$ cat config.mk
export PLATFORM = sky130hd
export DESIGN_NAME = tlk2711_axil_reg_bridge
export DESIGN_NICKNAME = d
export VERILOG_FILES = /design/src/rtl/tlk2711_axil_reg_bridge.sv
export SDC_FILE = /design/constraint.sdc
export NUM_CORES = 1
export LEC_CHECK = 0
export ABC_AREA = 1
export CORE_MARGIN = 1
export CORE_UTILIZATION = 50
export CTS_CLUSTER_DIAMETER = 100
export CTS_CLUSTER_SIZE = 30
export DETAILED_ROUTE_END_ITERATION = 6
export DONT_BUFFER_PORTS = 1
export PLACE_DENSITY = 0.72
export SETUP_SLACK_MARGIN = 0.02
export SYNTH_ARGS = -nofsm -noshare
export SYNTH_HDL_FRONTEND = slang
export SYNTH_SLANG_ARGS = --single-unit
$ cat constraint.sdc
create_clock -name ps_clk -period 24.4 [get_ports ps_clk]
set_clock_uncertainty 0.05 [all_clocks]
set_input_delay 7.32 -clock ps_clk [delete_from_list [all_inputs] [get_ports ps_clk]]
set_output_delay 7.32 -clock ps_clk [all_outputs]
set_load 0.005 [all_outputs]
$ cat src/rtl/tlk2711_axil_reg_bridge.sv
// tlk2711_axil_reg_bridge: AXI4-Lite slave that turns each transaction into a
// single-cycle strobe on a simple register bus. Only one transaction is in
// flight at a time, and a write wins when it is requested together with a read.
// Optional build macro: TLK2711_AXIL_DECERR_EN. When it is defined, an address
// above ADDR_LIMIT is not strobed and gets a DECERR response.
module tlk2711_axil_reg_bridge #(
    parameter int unsigned ADDR_WIDTH = 16,
    parameter int unsigned DATA_WIDTH = 64,
    parameter int unsigned RD_LATENCY = 1,
    parameter int unsigned ADDR_LIMIT = 32'h0000_01FF
) (
    input  logic                      ps_clk,
    input  logic                      ps_rst,

    input  logic                      s_axil_awvalid,
    output logic                      s_axil_awready,
    input  logic [ADDR_WIDTH-1:0]     s_axil_awaddr,
    input  logic                      s_axil_wvalid,
    output logic                      s_axil_wready,
    input  logic [DATA_WIDTH-1:0]     s_axil_wdata,
    input  logic [DATA_WIDTH/8-1:0]   s_axil_wstrb,
    output logic                      s_axil_bvalid,
    input  logic                      s_axil_bready,
    output logic [1:0]                s_axil_bresp,

    input  logic                      s_axil_arvalid,
    output logic                      s_axil_arready,
    input  logic [ADDR_WIDTH-1:0]     s_axil_araddr,
    output logic                      s_axil_rvalid,
    input  logic                      s_axil_rready,
    output logic [DATA_WIDTH-1:0]     s_axil_rdata,
    output logic [1:0]                s_axil_rresp,

    output logic                      o_reg_wen,
    output logic [ADDR_WIDTH-1:0]     o_reg_waddr,
    output logic [DATA_WIDTH-1:0]     o_reg_wdata,
    output logic                      o_reg_ren,
    output logic [ADDR_WIDTH-1:0]     o_reg_raddr,
    input  logic [DATA_WIDTH-1:0]     i_reg_rdata
);

    localparam int unsigned STRB_WIDTH = DATA_WIDTH / 8;
    localparam int unsigned CNT_WIDTH  = 3;

    localparam logic [1:0] RESP_OKAY   = 2'b00;
    localparam logic [1:0] RESP_SLVERR = 2'b10;
    localparam logic [1:0] RESP_DECERR = 2'b11;

`ifdef TLK2711_AXIL_DECERR_EN
    localparam logic DECERR_EN = 1'b1;
`else
    localparam logic DECERR_EN = 1'b0;
`endif

    localparam logic [ADDR_WIDTH-1:0] LIMIT = ADDR_WIDTH'(ADDR_LIMIT);

    typedef enum logic [2:0] {
        IDLE,
        WR_COLLECT,
        WR_EXEC,
        WR_RESP,
        RD_EXEC,
        RD_WAIT,
        RD_RESP
    } state_t;

    state_t                  state;
    logic                    aw_held;
    logic                    w_held;
    logic [ADDR_WIDTH-1:0]   awaddr_q;
    logic [DATA_WIDTH-1:0]   wdata_q;
    logic [STRB_WIDTH-1:0]   wstrb_q;
    logic [1:0]              resp_q;
    logic                    rd_ok_q;
    logic                    rd_idle;
    logic [CNT_WIDTH-1:0]    rd_cnt;

    logic                    aw_hs;
    logic                    w_hs;
    logic                    ar_hs;
    logic                    aw_now;
    logic                    w_now;
    logic [ADDR_WIDTH-1:0]   cur_addr;
    logic [DATA_WIDTH-1:0]   cur_data;
    logic [STRB_WIDTH-1:0]   cur_strb;
    logic                    strb_ok;
    logic                    wr_addr_ok;
    logic                    rd_addr_ok;

    // AR is only offered when no write is being requested in the same cycle,
    // so a simultaneous AW/W/AR always resolves to the write first.
    assign s_axil_arready = rd_idle & ~s_axil_awvalid & ~s_axil_wvalid;

    // Handshakes this cycle and the write beat as it will look once both halves are in.
    always_comb begin
        aw_hs      = s_axil_awvalid & s_axil_awready;
        w_hs       = s_axil_wvalid & s_axil_wready;
        ar_hs      = s_axil_arvalid & s_axil_arready;
        aw_now     = aw_held | aw_hs;
        w_now      = w_held | w_hs;
        cur_addr   = aw_held ? awaddr_q : s_axil_awaddr;
        cur_data   = w_held ? wdata_q : s_axil_wdata;
        cur_strb   = w_held ? wstrb_q : s_axil_wstrb;
        strb_ok    = &cur_strb;
        wr_addr_ok = !DECERR_EN || (cur_addr <= LIMIT);
        rd_addr_ok = !DECERR_EN || (s_axil_araddr <= LIMIT);
    end

    // Transaction FSM with all bus-facing outputs registered.
    always_ff @(posedge ps_clk or posedge ps_rst) begin
        if (ps_rst) begin
            state          <= IDLE;
            aw_held        <= 1'b0;
            w_held         <= 1'b0;
            awaddr_q       <= '0;
            wdata_q        <= '0;
            wstrb_q        <= '0;
            resp_q         <= RESP_OKAY;
            rd_ok_q        <= 1'b0;
            rd_idle        <= 1'b0;
            rd_cnt         <= '0;
            s_axil_awready <= 1'b0;
            s_axil_wready  <= 1'b0;
            s_axil_bvalid  <= 1'b0;
            s_axil_bresp   <= RESP_OKAY;
            s_axil_rvalid  <= 1'b0;
            s_axil_rdata   <= '0;
            s_axil_rresp   <= RESP_OKAY;
            o_reg_wen      <= 1'b0;
            o_reg_waddr    <= '0;
            o_reg_wdata    <= '0;
            o_reg_ren      <= 1'b0;
            o_reg_raddr    <= '0;
        end else begin
            case (state)
                IDLE, WR_COLLECT: begin
                    if (aw_hs) begin
                        aw_held  <= 1'b1;
                        awaddr_q <= s_axil_awaddr;
                    end
                    if (w_hs) begin
                        w_held  <= 1'b1;
                        wdata_q <= s_axil_wdata;
                        wstrb_q <= s_axil_wstrb;
                    end
                    if (aw_now && w_now) begin
                        // Both halves present: issue the strobe next cycle.
                        state          <= WR_EXEC;
                        aw_held        <= 1'b0;
                        w_held         <= 1'b0;
                        s_axil_awready <= 1'b0;
                        s_axil_wready  <= 1'b0;
                        rd_idle        <= 1'b0;
                        if (strb_ok && wr_addr_ok) begin
                            o_reg_wen   <= 1'b1;
                            o_reg_waddr <= cur_addr;
                            o_reg_wdata <= cur_data;
                        end
                        if (!strb_ok) begin
                            resp_q <= RESP_SLVERR;
                        end else if (!wr_addr_ok) begin
                            resp_q <= RESP_DECERR;
                        end else begin
                            resp_q <= RESP_OKAY;
                        end
                    end else if (aw_now || w_now) begin
                        // Half a write is in: keep accepting only the missing half.
                        state          <= WR_COLLECT;
                        s_axil_awready <= !aw_now;
                        s_axil_wready  <= !w_now;
                        rd_idle        <= 1'b0;
                    end else if (ar_hs) begin
                        state          <= RD_EXEC;
                        s_axil_awready <= 1'b0;
                        s_axil_wready  <= 1'b0;
                        rd_idle        <= 1'b0;
                        rd_ok_q        <= rd_addr_ok;
                        resp_q         <= rd_addr_ok ? RESP_OKAY : RESP_DECERR;
                        if (rd_addr_ok) begin
                            o_reg_ren   <= 1'b1;
                            o_reg_raddr <= s_axil_araddr;
                        end
                    end else begin
                        s_axil_awready <= 1'b1;
                        s_axil_wready  <= 1'b1;
                        rd_idle        <= 1'b1;
                    end
                end

                WR_EXEC: begin
                    o_reg_wen     <= 1'b0;
                    o_reg_waddr   <= '0;
                    o_reg_wdata   <= '0;
                    s_axil_bvalid <= 1'b1;
                    s_axil_bresp  <= resp_q;
                    state         <= WR_RESP;
                end

                WR_RESP: begin
                    if (s_axil_bready) begin
                        s_axil_bvalid  <= 1'b0;
                        s_axil_bresp   <= RESP_OKAY;
                        s_axil_awready <= 1'b1;
                        s_axil_wready  <= 1'b1;
                        rd_idle        <= 1'b1;
                        state          <= IDLE;
                    end
                end

                RD_EXEC: begin
                    o_reg_ren   <= 1'b0;
                    o_reg_raddr <= '0;
                    rd_cnt      <= CNT_WIDTH'(1);
                    state       <= RD_WAIT;
                end

                RD_WAIT: begin
                    // Sample the read bus exactly RD_LATENCY cycles after the strobe.
                    if (rd_cnt == CNT_WIDTH'(RD_LATENCY)) begin
                        s_axil_rdata  <= rd_ok_q ? i_reg_rdata : '0;
                        s_axil_rresp  <= resp_q;
                        s_axil_rvalid <= 1'b1;
                        state         <= RD_RESP;
                    end else begin
                        rd_cnt <= rd_cnt + CNT_WIDTH'(1);
                    end
                end

                RD_RESP: begin
                    if (s_axil_rready) begin
                        s_axil_rvalid  <= 1'b0;
                        s_axil_rdata   <= '0;
                        s_axil_rresp   <= RESP_OKAY;
                        s_axil_awready <= 1'b1;
                        s_axil_wready  <= 1'b1;
                        rd_idle        <= 1'b1;
                        state          <= IDLE;
                    end
                end

                default: begin
                    state <= IDLE;
                end
            endcase
        end
    end

endmodule

Yosys cells after proc, flatten, opt, wreduce, memory -nomap -nowiden
Index checks and enable logic that the tools add are counted.
{"block": "classes", "reduce_logical": 29, "n_bitwise": 11, "n_eq_ne": 18, "mux": 63, "addsub": 1}
{"cell": "two-way mux 64 bit", "count": 6}
{"cell": "one-hot mux 64 bit (2 select lines)", "count": 2}
{"cell": "two-way mux 16 bit", "count": 6}
{"cell": "one-hot mux 16 bit (2 select lines)", "count": 2}
{"cell": "two-way mux 1 bit", "count": 21}
{"cell": "two-way mux 3 bit", "count": 7}
{"cell": "!= test 2 bit, second input constant", "count": 10}
{"cell": "one-hot mux 3 bit (6 select lines)", "count": 1}
{"cell": "nonzero test 2 bit", "count": 8}
{"cell": "two-way mux 2 bit", "count": 7}
{"cell": "AND reduction 2 bit", "count": 6}
{"cell": "AND reduction 3 bit", "count": 4}
{"cell": "AND reduction 4 bit", "count": 3}
{"cell": "== test 3 bit, second input constant", "count": 3}
{"cell": "one-hot mux 1 bit (3 select lines)", "count": 3}
{"cell": "two-way mux 8 bit", "count": 1}
{"cell": "one-hot mux 1 bit (2 select lines)", "count": 4}
{"cell": "one-hot mux 2 bit (2 select lines)", "count": 2}
{"cell": "AND reduction 8 bit", "count": 1}
{"cell": "== test 3 x 1 -> 1 bit, second input constant", "count": 2}
{"cell": "== test 3 x 2 -> 1 bit, second input constant", "count": 2}
{"cell": "one-hot mux 3 bit (2 select lines)", "count": 1}
{"cell": "bitwise AND 1 bit", "count": 5}
{"cell": "!= test 4 bit, second input constant", "count": 1}
{"cell": "9 further kinds", "count": 14}
{"block": "word_totals", "reg_bits": 270, "wordCells": 144, "output_inout_bits": 171}

Depth between registers and ports, before layout
Gate-level depths: netlist (run 1).
{"block": "logic_depth", "depth_word": 8, "depth_mapped": 11, "mapped_depth_nobuf": 10}

Least setup slack after synthesis (run 1)
No wires, ideal clock.
{"block": "synth_path", "kind": "input to output", "start": "input s_axil_awvalid", "end": "output s_axil_arready", "stages": 1, "arrival_ps": 7524, "n_path_buf": 0, "setup_slack_ps": 9506, "cell_sequence": "nor3_1"}
{"block": "synth_via", "elab_chain_len": 3}
{"item": "start, declared", "line": "15", "text": "input logic s_axil_awvalid,"}
{"item": "NOT 1 bit", "line": "92", "text": "assign s_axil_arready = rd_idle & ~s_axil_awvalid & ~s_axil_wvalid;"}
{"item": "bitwise AND 1 bit (2 in series)", "line": "92"}
{"item": "end, declared", "line": "27", "text": "output logic s_axil_arready,"}
No other way between the ends.

Worst setup path after layout (run 1)
Ends and elaborated chain as after synthesis.

==> out/metrics.sh, run 1 <==
STATUS='finished clean'
GRT_REMAINING_OVERFLOW=0
YOSYS_WARNINGS=0
TIMING.RR.START='w_held'
CRITICAL_PATH_CELL_COUNT=1
FINISH.UTILIZATION_PCT=52.3
CP_NUM_BUF_INV=0
DETAIL_ROUTE.WIRELENGTH_MM=28.5
CRIT_FANOUT=3
SETUP_TOTAL_NEGATIVE_SLACK_NS=0
ANTENNA_VIOL_NETS_FINAL=0
CRITICAL_PATH_ENDPOINT_CATEGORY='primary output'
FINAL.MIN_CLOCK_PERIOD_NS=14.93
ARRIVAL_TIME_REPORTED_FOR_THE_CRITICAL_PATH_ENDPOINT_NS=7.56
PATH_CLK_SLEW_NS=0.12
VIA_COUNT_OF_THE_FIRST_GLOBAL_ROUTING_PASS=8515
P_LEAK_nW=6.18
DETAILROUTE.VIA_COUNT=9228
ROUTE.DETAILED.VIAS_PER_INST=5.34
GRT_USAGE_PCT=22.8
ROWS=56
SETUP-VIOLATIONS-FINAL=0
SHARE_COMB_OF_TOTAL_POWER_PCT=36.8
DRT_FIRST_ITER_VIOLATIONS=653
POWER.SEQUENTIAL.FRACTION_PCT=48.8
WORST_MIN_PATH_START='wstrb_q[7]'
GRT_ANTENNA_BEFORE_REPAIR=0
CLK_ROOT_BUFFER_CELL='sky130_fd_sc_hd__clkbuf_16'
POSTSYNTHREGISTERBITS=267
NNETSFINAL=1586
POWER_DENSITY_nW_PER_UM2=132
CELLINTERNALPOWER_mW=0.924
FRACTION_OF_REGISTERS_WITH_ASYNC_SET_RESET_PCT=100
ACHIEVABLE-FREQUENCY_MHz=67.0
IOPINCOUNT=346
MOSTFREQUENTLAYOUTCELLS='sky130_fd_sc_hd__nand2_1 (445), sky130_fd_sc_hd__dfrtp_1 (265), sky130_fd_sc_hd__nor2_1 (176)'
VDD.IR_DROP.WORST_mV=0.0807
NUMCTSBUFFERS=12
TIMING.SETUP.CRITICAL_PATH_CLASS='input pin to primary output'
DIE-AREA_UM2=24500
CTSLONGESTPATHBUFFERS=3
FINAL-INSTANCE-COUNT-EXCL-FILL=1727
TIMING.FINAL.MAX_SLEW_VIOLATIONS=0
REG2REG_DEPTH=7
CTS_TREE='built'
WORSTSETUPSTARTPOINTTYPE='input pin'
REGAREA_UM2=6690
POST_SYNTH.CELL_AREA_AVG_UM2=8.08
FILLER_CELL_COUNT=2215
MAX_CAPACITANCE_VIOLATION_COUNT=0
CTS.HOLD.BUFFERS_ADDED=0
AVGROUTEDWIREPERCELL_UM=16.5
GRT_PASS1_WL_MM=44.9
DRT_PRE_ANTENNA_ITERS=5
SYNTH_TOP_FLOP_CELL='sky130_fd_sc_hd__dfrtp_1'
ANTENNA_FIX_CELLS=0
FP.DIEW_UM=157
CP-STARTPOINT='s_axil_awvalid'
PLACED_INSTS=1711
CRITPATHREQUIREDTIME_NS=17.03
CRITICAL_PATH.MAX_STAGE_DELAY_NS=0.24
POST_CTS_SETUP_BUFFERS=0
RSZ0062_AT_GRT='no'
SYNTH_ENABLE_FLOP_CELLS=0
HOLD_DEPTH=2
POST-ROUTE-DRC-COUNT=0
POWER.SWITCHING_mW=0.702
TIMING.CRITICAL_PATH.CELLS='nor3_1'
SHARE_OF_CELLS_ABOVE_DRIVE_STRENGTH_1_PCT=3.20
REPORT.FINAL.HOLD_VIOL_COUNT=0
SYNTH_SEQUENTIAL_AREA_RATIO_PCT=55.9
INITIAL_UTILIZATION_PCT=51.0
PLACE_HPWL_MM=18.7
SLEW-LIMIT-HEADROOM_PCT=27.6
CORE-AREA_UM2=23500
CTS_SINK_COUNT=267
P_CLK_SHARE_PCT=14.4
RESIZED_CELLS_POST_CTS=0
WORST_HOLD_CLASS='flop to flop'
MAX_SLEW.WORST_PIN.SLEW_NS=1.09
CRITICAL-PATH-SLOWEST-CELL='sky130_fd_sc_hd__nor3_1'
LAYOUT_COMMONEST_CELL='sky130_fd_sc_hd__nand2_1'
PLACE_CONGESTION=0.789
AREA.GROWTH.SYNTH_TO_FINAL_PCT=2.70
GRT_MAX_DEGREE=128
WORST_PATH_DOMINANT_CELL_FAMILY='simple AND/OR/NAND/NOR gates'
DIE_HEIGHT_UM=157
YS_TYPES=25
MAPPEDNETLISTAREA_UM2=12000
CLKLATENCYLATEPIN_NS=0.49
POWER.SWITCHING_FRACTION_PCT=43.2
POST-LAYOUT-TOTAL-POWER_mW=1.63
PORT-BUFFER-COUNT=0
POST-ROUTE-PERIOD-UTIL_PCT=61.2
CELL_COUNT_AFTER_SYNTHESIS=1480
TOTAL_AREA_OF_MULTI_INPUT_COMBINATIONAL_CELLS_UM2=4370
HTREE_NUM_LEVELS=1
metal layers:
metal,vias up,GRT usage (%),wire length (um)
met4,0,5.74,567
met2,313,37.3,13400
met5,-,0,0
li1,4479,-,-
met1,4394,29.7,11900
met3,42,6.31,2560
power by group through the flow:
stage,sequential [mW],clock (mW),combinational [mW]
floorplan,0.726,0,0.544
global placement,0.798,0,0.582
detailed placement,0.803,0,0.607
CTS,0.795,0.243,0.607
global route,0.818,0.257,0.706
finish,0.794,0.234,0.598
stage by stage:
stage	setup slack (ns)	hold slack (ns)	cell area [um2]
floorplan	9.51	0.398	12000
global placement	9.47	0.414	11900
detailed placement	9.47	0.423	11900
CTS	9.47	0.452	12300
global route	9.45	0.474	12300
finish	9.47	0.445	12300
final timing paths:
path                                   end  slack (ns)
max reg2reg                o_reg_wdata[15]       20.60
min reg2reg                     wstrb_q[7]        0.44
max                         s_axil_arready        9.47
min                             wstrb_q[7]        0.44
min in group asynchronous  o_reg_wdata[32]        6.78
max in group asynchronous          rd_ok_q       15.90
flip-flops by register name (all words and copies together), names as in the netlist, 3 cells and up:
signal	flops
rd_cnt	3
state	3
awaddr_q	16
o_reg_wdata	64
wstrb_q	8
o_reg_raddr	16
wdata_q	64
s_axil_rdata	64
o_reg_waddr	16
Yosys cell counts (6+ instances only):
cell / number / area, um2
sky130_fd_sc_hd__buf_4: 20 / 150
sky130_fd_sc_hd__dfrtp_1: 267 / 6680
sky130_fd_sc_hd__inv_1: 108 / 405
sky130_fd_sc_hd__o21ai_1: 36 / 180
sky130_fd_sc_hd__nand2_1: 447 / 1680
sky130_fd_sc_hd__buf_2: 41 / 205
sky130_fd_sc_hd__a21oi_1: 83 / 415
sky130_fd_sc_hd__clkbuf_1: 29 / 109
sky130_fd_sc_hd__nor2_1: 176 / 661
sky130_fd_sc_hd__nand3_1: 100 / 500
sky130_fd_sc_hd__mux2_2: 6 / 67.6
sky130_fd_sc_hd__o21ai_0: 138 / 691
cells by family (layout without fill, tap and decap cells):
| group | count (synthesis) | after routing | share of synthesized area (%) |
|---|---|---|---|
| other cells | 1 | 2 | 0.0314 |
| fa+ha+maj | 5 | 5 | 0.523 |
| simple gates | 733 | 733 | 24.3 |
| mux | 6 | 6 | 0.565 |
| buf+inv | 209 | 136 | 7.83 |
| flops | 267 | 267 | 55.9 |
| compound gates | 259 | 259 | 10.9 |
cell type report:
cell class | count | share of cell area [%]
flip-flops and latches | 267 | 54.4
multi-input cells | 1005 | 35.6
clock inverters | 1 | 0.0407
inverters | 111 | 3.45
clock buffers | 15 | 2.71
well taps | 319 | 3.25
repair buffers | 9 | 0.550
(Power assumes the default switching activity.)
==> run 2: changes to the inputs <==
PLACE_DENSITY = 0.75   (was 0.72)
clock period = 13.7 ns   (was 24.4 ns; I/O delays follow)
==> out/metrics.sh, run 2 (synthesis results as in run 1) <==
STATUS='finished clean'
DRT_PRE_ANTENNA_ITERS=5
DIE_HEIGHT_UM=157
REPORT.FINAL.HOLD_VIOL_COUNT=0
CRITICAL-PATH-SLOWEST-CELL='sky130_fd_sc_hd__nor3_1'
INITIAL_UTILIZATION_PCT=51.0
CTSLONGESTPATHBUFFERS=3
WORST_MIN_PATH_START='awaddr_q[15]'
LAYOUT_SETUP_WS_NS=5.22
CRITICAL_PATH_ENDPOINT_CATEGORY='primary output'
AVGROUTEDWIREPERCELL_UM=16.6
VIA_COUNT_OF_THE_FIRST_GLOBAL_ROUTING_PASS=8539
CP_NUM_BUF_INV=0
REG2REG_TO='o_reg_wdata[24]'
CTS_TREE='built'
GRT_PASS1_WL_MM=44.2
CLKLATENCYLATEPIN_NS=0.50
DETAILROUTE.VIA_COUNT=9222
DRT_FIRST_ITER_VIOLATIONS=795
RESIZED_CELLS_POST_CTS=0
CRIT_FANOUT=3
POST-ROUTE-PERIOD-UTIL_PCT=61.9
AREA.GROWTH.SYNTH_TO_FINAL_PCT=2.58
CORE-AREA_UM2=23500
DETAIL_ROUTE.WIRELENGTH_MM=28.6
NNETSFINAL=1584
GRT_REMAINING_OVERFLOW=0
WHS_ENDPOINT='awaddr_q[15]'
POWER_DENSITY_nW_PER_UM2=236
POST-ROUTE-DRC-COUNT=0
CTS_SINK_COUNT=267
ACHIEVABLE-FREQUENCY_MHz=118
TIMING.REG2REG.SETUP_SLACK_NS=9.74
CP-STARTPOINT='s_axil_awvalid'
PLACE_HPWL_MM=18.5
SHARE_OF_CELLS_ABOVE_DRIVE_STRENGTH_1_PCT=3.06
LAYOUT_COMMONEST_CELL='sky130_fd_sc_hd__nand2_1'
CLK_ROOT_BUFFER_CELL='sky130_fd_sc_hd__clkbuf_16'
TIMING.SETUP.CRITICAL_PATH_CLASS='input pin to primary output'
VDD.IR_DROP.WORST_mV=0.198
IOPINCOUNT=346
TIMING.RR.START='w_held'
PORT-BUFFER-COUNT=0
HOLD_SLACK_NS=0.450
SLEW-LIMIT-HEADROOM_PCT=21.1
POST-LAYOUT-TOTAL-POWER_mW=2.90
REG.LARGEST.LIST='o_reg_wdata (64), s_axil_rdata (64), wdata_q (64)'
FILLER_CELL_COUNT=2227
P_LEAK_nW=6.17
RSZ0062_AT_GRT='no'
WORST_HOLD_CLASS='flop to flop'
MAX_SLEW.WORST_PIN.SLEW_NS=1.18
CTS.HOLD.BUFFERS_ADDED=0
HOLD_DEPTH=2
ARRIVAL_TIME_REPORTED_FOR_THE_CRITICAL_PATH_ENDPOINT_NS=4.32
WORST_PATH_DOMINANT_CELL_FAMILY='simple AND/OR/NAND/NOR gates'
WORSTSETUPSTARTPOINTTYPE='input pin'
DP_SLACK_NS=5.22
PLACE_CONGESTION=0.785
FINISH.UTILIZATION_PCT=52.3
CRITPATHREQUIREDTIME_NS=9.54
TIMING.FINAL.MAX_SLEW_VIOLATIONS=0
MOSTFREQUENTLAYOUTCELLS='sky130_fd_sc_hd__nand2_1 (445), sky130_fd_sc_hd__dfrtp_1 (265), sky130_fd_sc_hd__nor2_1 (176)'
DIE-AREA_UM2=24500
ROUTE.DETAILED.VIAS_PER_INST=5.35
HTREE_NUM_LEVELS=1
PATH_CLK_SLEW_NS=0.11
CRITICAL_PATH_CELL_COUNT=1
ANTENNA_VIOL_NETS_FINAL=0
FP.DIEW_UM=157
FINAL.MIN_CLOCK_PERIOD_NS=8.48
GRT_MAX_DEGREE=137
ROWS=56
NUMCTSBUFFERS=12
SETUP_TOTAL_NEGATIVE_SLACK_NS=0
POST_CTS_SETUP_BUFFERS=0
SETUP-VIOLATIONS-FINAL=0
MAX_CAPACITANCE_VIOLATION_COUNT=0
CRITICAL_PATH.MAX_STAGE_DELAY_NS=0.21
REG2REG_DEPTH=8
GRT_USAGE_PCT=22.5
GRT_ANTENNA_BEFORE_REPAIR=0
TIMING.CRITICAL_PATH.CELLS='nor3_1'
ANTENNA_FIX_CELLS=0
==> run 2: metal layers <==
layer | GRT usage, % | wire length, um | part of all wire, % | vias up
li1 | - | - | - | 4477
met1 | 29.3 | 11900 | 42 | 4409
met2 | 37.2 | 13700 | 48 | 304
met3 | 5.84 | 2360 | 8.2 | 32
met4 | 5.98 | 616 | 2.2 | 0
met5 | 0 | 0 | 0 | -
==> run 2: power by group <==
group | total (mW) | switching [mW] | leakage [nW] | internal, mW
clock | 0.415 | 0.241 | 0.165 | 0.174
combinational | 1.07 | 0.727 | 2.73 | 0.344
sequential | 1.41 | 0.287 | 3.27 | 1.13
total | 2.90 | 1.26 | 6.17 | 1.64
==> run 2: layout make-up <==
class	instances	area [um2]	area share (%)
clock buffer	14	329	2.68
clock inverter	1	5.00	0.0408
tap	319	399	3.25
timing repair buffer	7	52.6	0.428
multi-input combinational	1005	4370	35.6
sequential	267	6690	54.5
inverter	111	424	3.46
==> run 2: per-stage QoR <==
step / std cells / instance area (um2)
2_1_floorplan: 1481 / 12000
3_3_place_gp: 1709 / 11900
3_5_place_dp: 1709 / 11900
4_1_cts: 1724 / 12300
5_1_grt: 1724 / 12300
6_report: 1724 / 12300
==> run 2: worst max-delay path by stage <==
stage                      to  slack, ns
2_1_floorplan         aw_held       2.19
3_3_place_gp   s_axil_arready       5.20
3_5_place_dp   s_axil_arready       5.22
4_1_cts        s_axil_arready       5.22
5_1_grt        s_axil_arready       5.17
6_report       s_axil_arready       5.22
==> run 3: changes to the inputs <==
PLACE_DENSITY = 0.72   (was 0.75)
clock period = 8.2 ns   (was 13.7 ns; I/O delays follow)
==> out/metrics.sh, run 3 (synthesis results as in run 1) <==
CRITICAL_PATH_ENDPOINT_CATEGORY='primary output'
LAYOUT_COMMONEST_CELL='sky130_fd_sc_hd__nand2_1'
MAX_SLEW.WORST_PIN.SLEW_NS=1.21
ROWS=56
FINAL.MIN_CLOCK_PERIOD_NS=5.18
VIA_COUNT_OF_THE_FIRST_GLOBAL_ROUTING_PASS=8152
CRITICAL_PATH.MAX_STAGE_DELAY_NS=0.21
POST-ROUTE-DRC-COUNT=0
REPORT.FINAL.HOLD_VIOL_COUNT=0
WORSTSETUPSTARTPOINTTYPE='input pin'
POWER.SWITCHING_FRACTION_PCT=43.6
DRT_FIRST_ITER_VIOLATIONS=739
SETUP_TOTAL_NEGATIVE_SLACK_NS=0
RESIZED_CELLS_POST_CTS=0
CELLINTERNALPOWER_mW=2.76
DIE-AREA_UM2=24500
DRT_PRE_ANTENNA_ITERS=5
NUMCTSBUFFERS=13
CTS_SINK_COUNT=267
TIMING.REG2REG.SETUP_SLACK_NS=4.26
POST_CTS_SETUP_BUFFERS=0
ROUTE.DETAILED.VIAS_PER_INST=5.26
SLEW-LIMIT-HEADROOM_PCT=19.6
FINAL-INSTANCE-COUNT-EXCL-FILL=1727
CP_NUM_BUF_INV=0
WORST_HOLD_CLASS='flop to flop'
ANTENNA_FIX_CELLS=0
FINISH.UTILIZATION_PCT=52.5
CRIT_FANOUT=3
PLACED_INSTS=1709
TIMING.CRITICAL_PATH.CELLS='nor3_1'
CTSLONGESTPATHBUFFERS=3
WORST_PATH_DOMINANT_CELL_FAMILY='simple AND/OR/NAND/NOR gates'
GRT_USAGE_PCT=22.6
IOPINCOUNT=346
ANTENNA_VIOL_NETS_FINAL=0
CTS_TREE='built'
P_CLK_SHARE_PCT=14.9
DETAIL_ROUTE.WIRELENGTH_MM=28.6
SHARE_COMB_OF_TOTAL_POWER_PCT=36.8
PLACE_HPWL_MM=18.9
PORT-BUFFER-COUNT=0
POWER.SWITCHING_mW=2.13
P_LEAK_nW=6.18
TIMING.SETUP.CRITICAL_PATH_CLASS='input pin to primary output'
DETAILROUTE.VIA_COUNT=9092
GRT_ANTENNA_BEFORE_REPAIR=0
SHARE_OF_CELLS_ABOVE_DRIVE_STRENGTH_1_PCT=3.27
PATH_CLK_SLEW_NS=0.11
MOSTFREQUENTLAYOUTCELLS='sky130_fd_sc_hd__nand2_1 (445), sky130_fd_sc_hd__dfrtp_1 (265), sky130_fd_sc_hd__nor2_1 (176)'
CLKLATENCYLATEPIN_NS=0.49
AVGROUTEDWIREPERCELL_UM=16.5
RSZ0062_AT_GRT='no'
CTS.HOLD.BUFFERS_ADDED=0
CRITPATHREQUIREDTIME_NS=5.69
HTREE_NUM_LEVELS=1
GRT_PASS1_WL_MM=44.2
REG.LARGEST.LIST='o_reg_wdata (64), s_axil_rdata (64), wdata_q (64)'
PLACED_CELL_AREA_UM2=11900
STATUS='finished clean'
TIMING.FINAL.MAX_SLEW_VIOLATIONS=0
FP.DIEW_UM=157
GRT_MAX_DEGREE=179
DIE_HEIGHT_UM=157
ACHIEVABLE-FREQUENCY_MHz=193
POWER.SEQUENTIAL.FRACTION_PCT=48.4
POWER_DENSITY_nW_PER_UM2=396
DESIGN_AREA_UM2=12300
GRT_REMAINING_OVERFLOW=0
POST-LAYOUT-TOTAL-POWER_mW=4.88
CLK_ROOT_BUFFER_CELL='sky130_fd_sc_hd__clkbuf_16'
POST-ROUTE-PERIOD-UTIL_PCT=63.2
ARRIVAL_TIME_REPORTED_FOR_THE_CRITICAL_PATH_ENDPOINT_NS=2.67
NNETSFINAL=1585
INITIAL_UTILIZATION_PCT=51.0
CORE-AREA_UM2=23500
VDD.IR_DROP.WORST_mV=0.322
SETUP-VIOLATIONS-FINAL=0
MAX_CAPACITANCE_VIOLATION_COUNT=0
PLACE_CONGESTION=0.808
AREA.GROWTH.SYNTH_TO_FINAL_PCT=2.96
CRITICAL-PATH-SLOWEST-CELL='sky130_fd_sc_hd__nor3_1'
## run 3: cell types whose count changed in the layout (fill, tap and decap cells not counted)
cell                         delta
sky130_fd_sc_hd__buf_4          -1
sky130_fd_sc_hd__inv_6          +1
sky130_fd_sc_hd__clkinv_8       +1
sky130_fd_sc_hd__buf_12         +1
sky130_fd_sc_hd__clkinvlp_4     +1
## run 3: path summary, 6_finish.rpt
check                          startpoint              end  depth (start not counted)
max in group asynchronous          ps_rst           w_held                          2
min                          awaddr_q[15]     awaddr_q[15]                          2
max reg2reg                      state[1]  o_reg_wdata[47]                          6
max                        s_axil_awvalid   s_axil_arready                          1
min reg2reg                  awaddr_q[15]     awaddr_q[15]                          2
min in group asynchronous          ps_rst  o_reg_wdata[36]                          1
## run 3: layout make-up
class / instances / area [um2]
Fill cell: 2217 / 11200
Inverter: 111 / 420
Multi-Input combinational cell: 1005 / 4370
Sequential cell: 267 / 6690
Clock inverter: 4 / 41.3
Tap cell: 319 / 399
Clock buffer: 14 / 329
Timing Repair Buffer: 7 / 65.1
## run 3: power by group through the flow
stage                     clock [mW]  sequential (mW)  combinational, mW
after global placement             0             2.38               1.75
final                          0.725             2.36               1.80
after floorplan                    0             2.16               1.62
after global routing           0.800             2.43               2.10
after detailed placement           0             2.39               1.82
after CTS                      0.754             2.36               1.82
## run 3: per-layer routing
layer,wire length (um),track usage [%],vias up
li1,-,-,4488
met1,12000,30.2,4260
met2,13100,35.6,307
met3,2730,6.76,37
met4,678,6.21,0
met5,0,0,-
## run 3: per-stage QoR
stage	hold WS (ns)	setup WS [ns]
2_1_floorplan	0.398	2.16
3_3_place_gp	0.412	2.84
3_5_place_dp	0.423	2.72
4_1_cts	0.450	3.02
5_1_grt	0.483	2.98
6_report	0.449	3.02
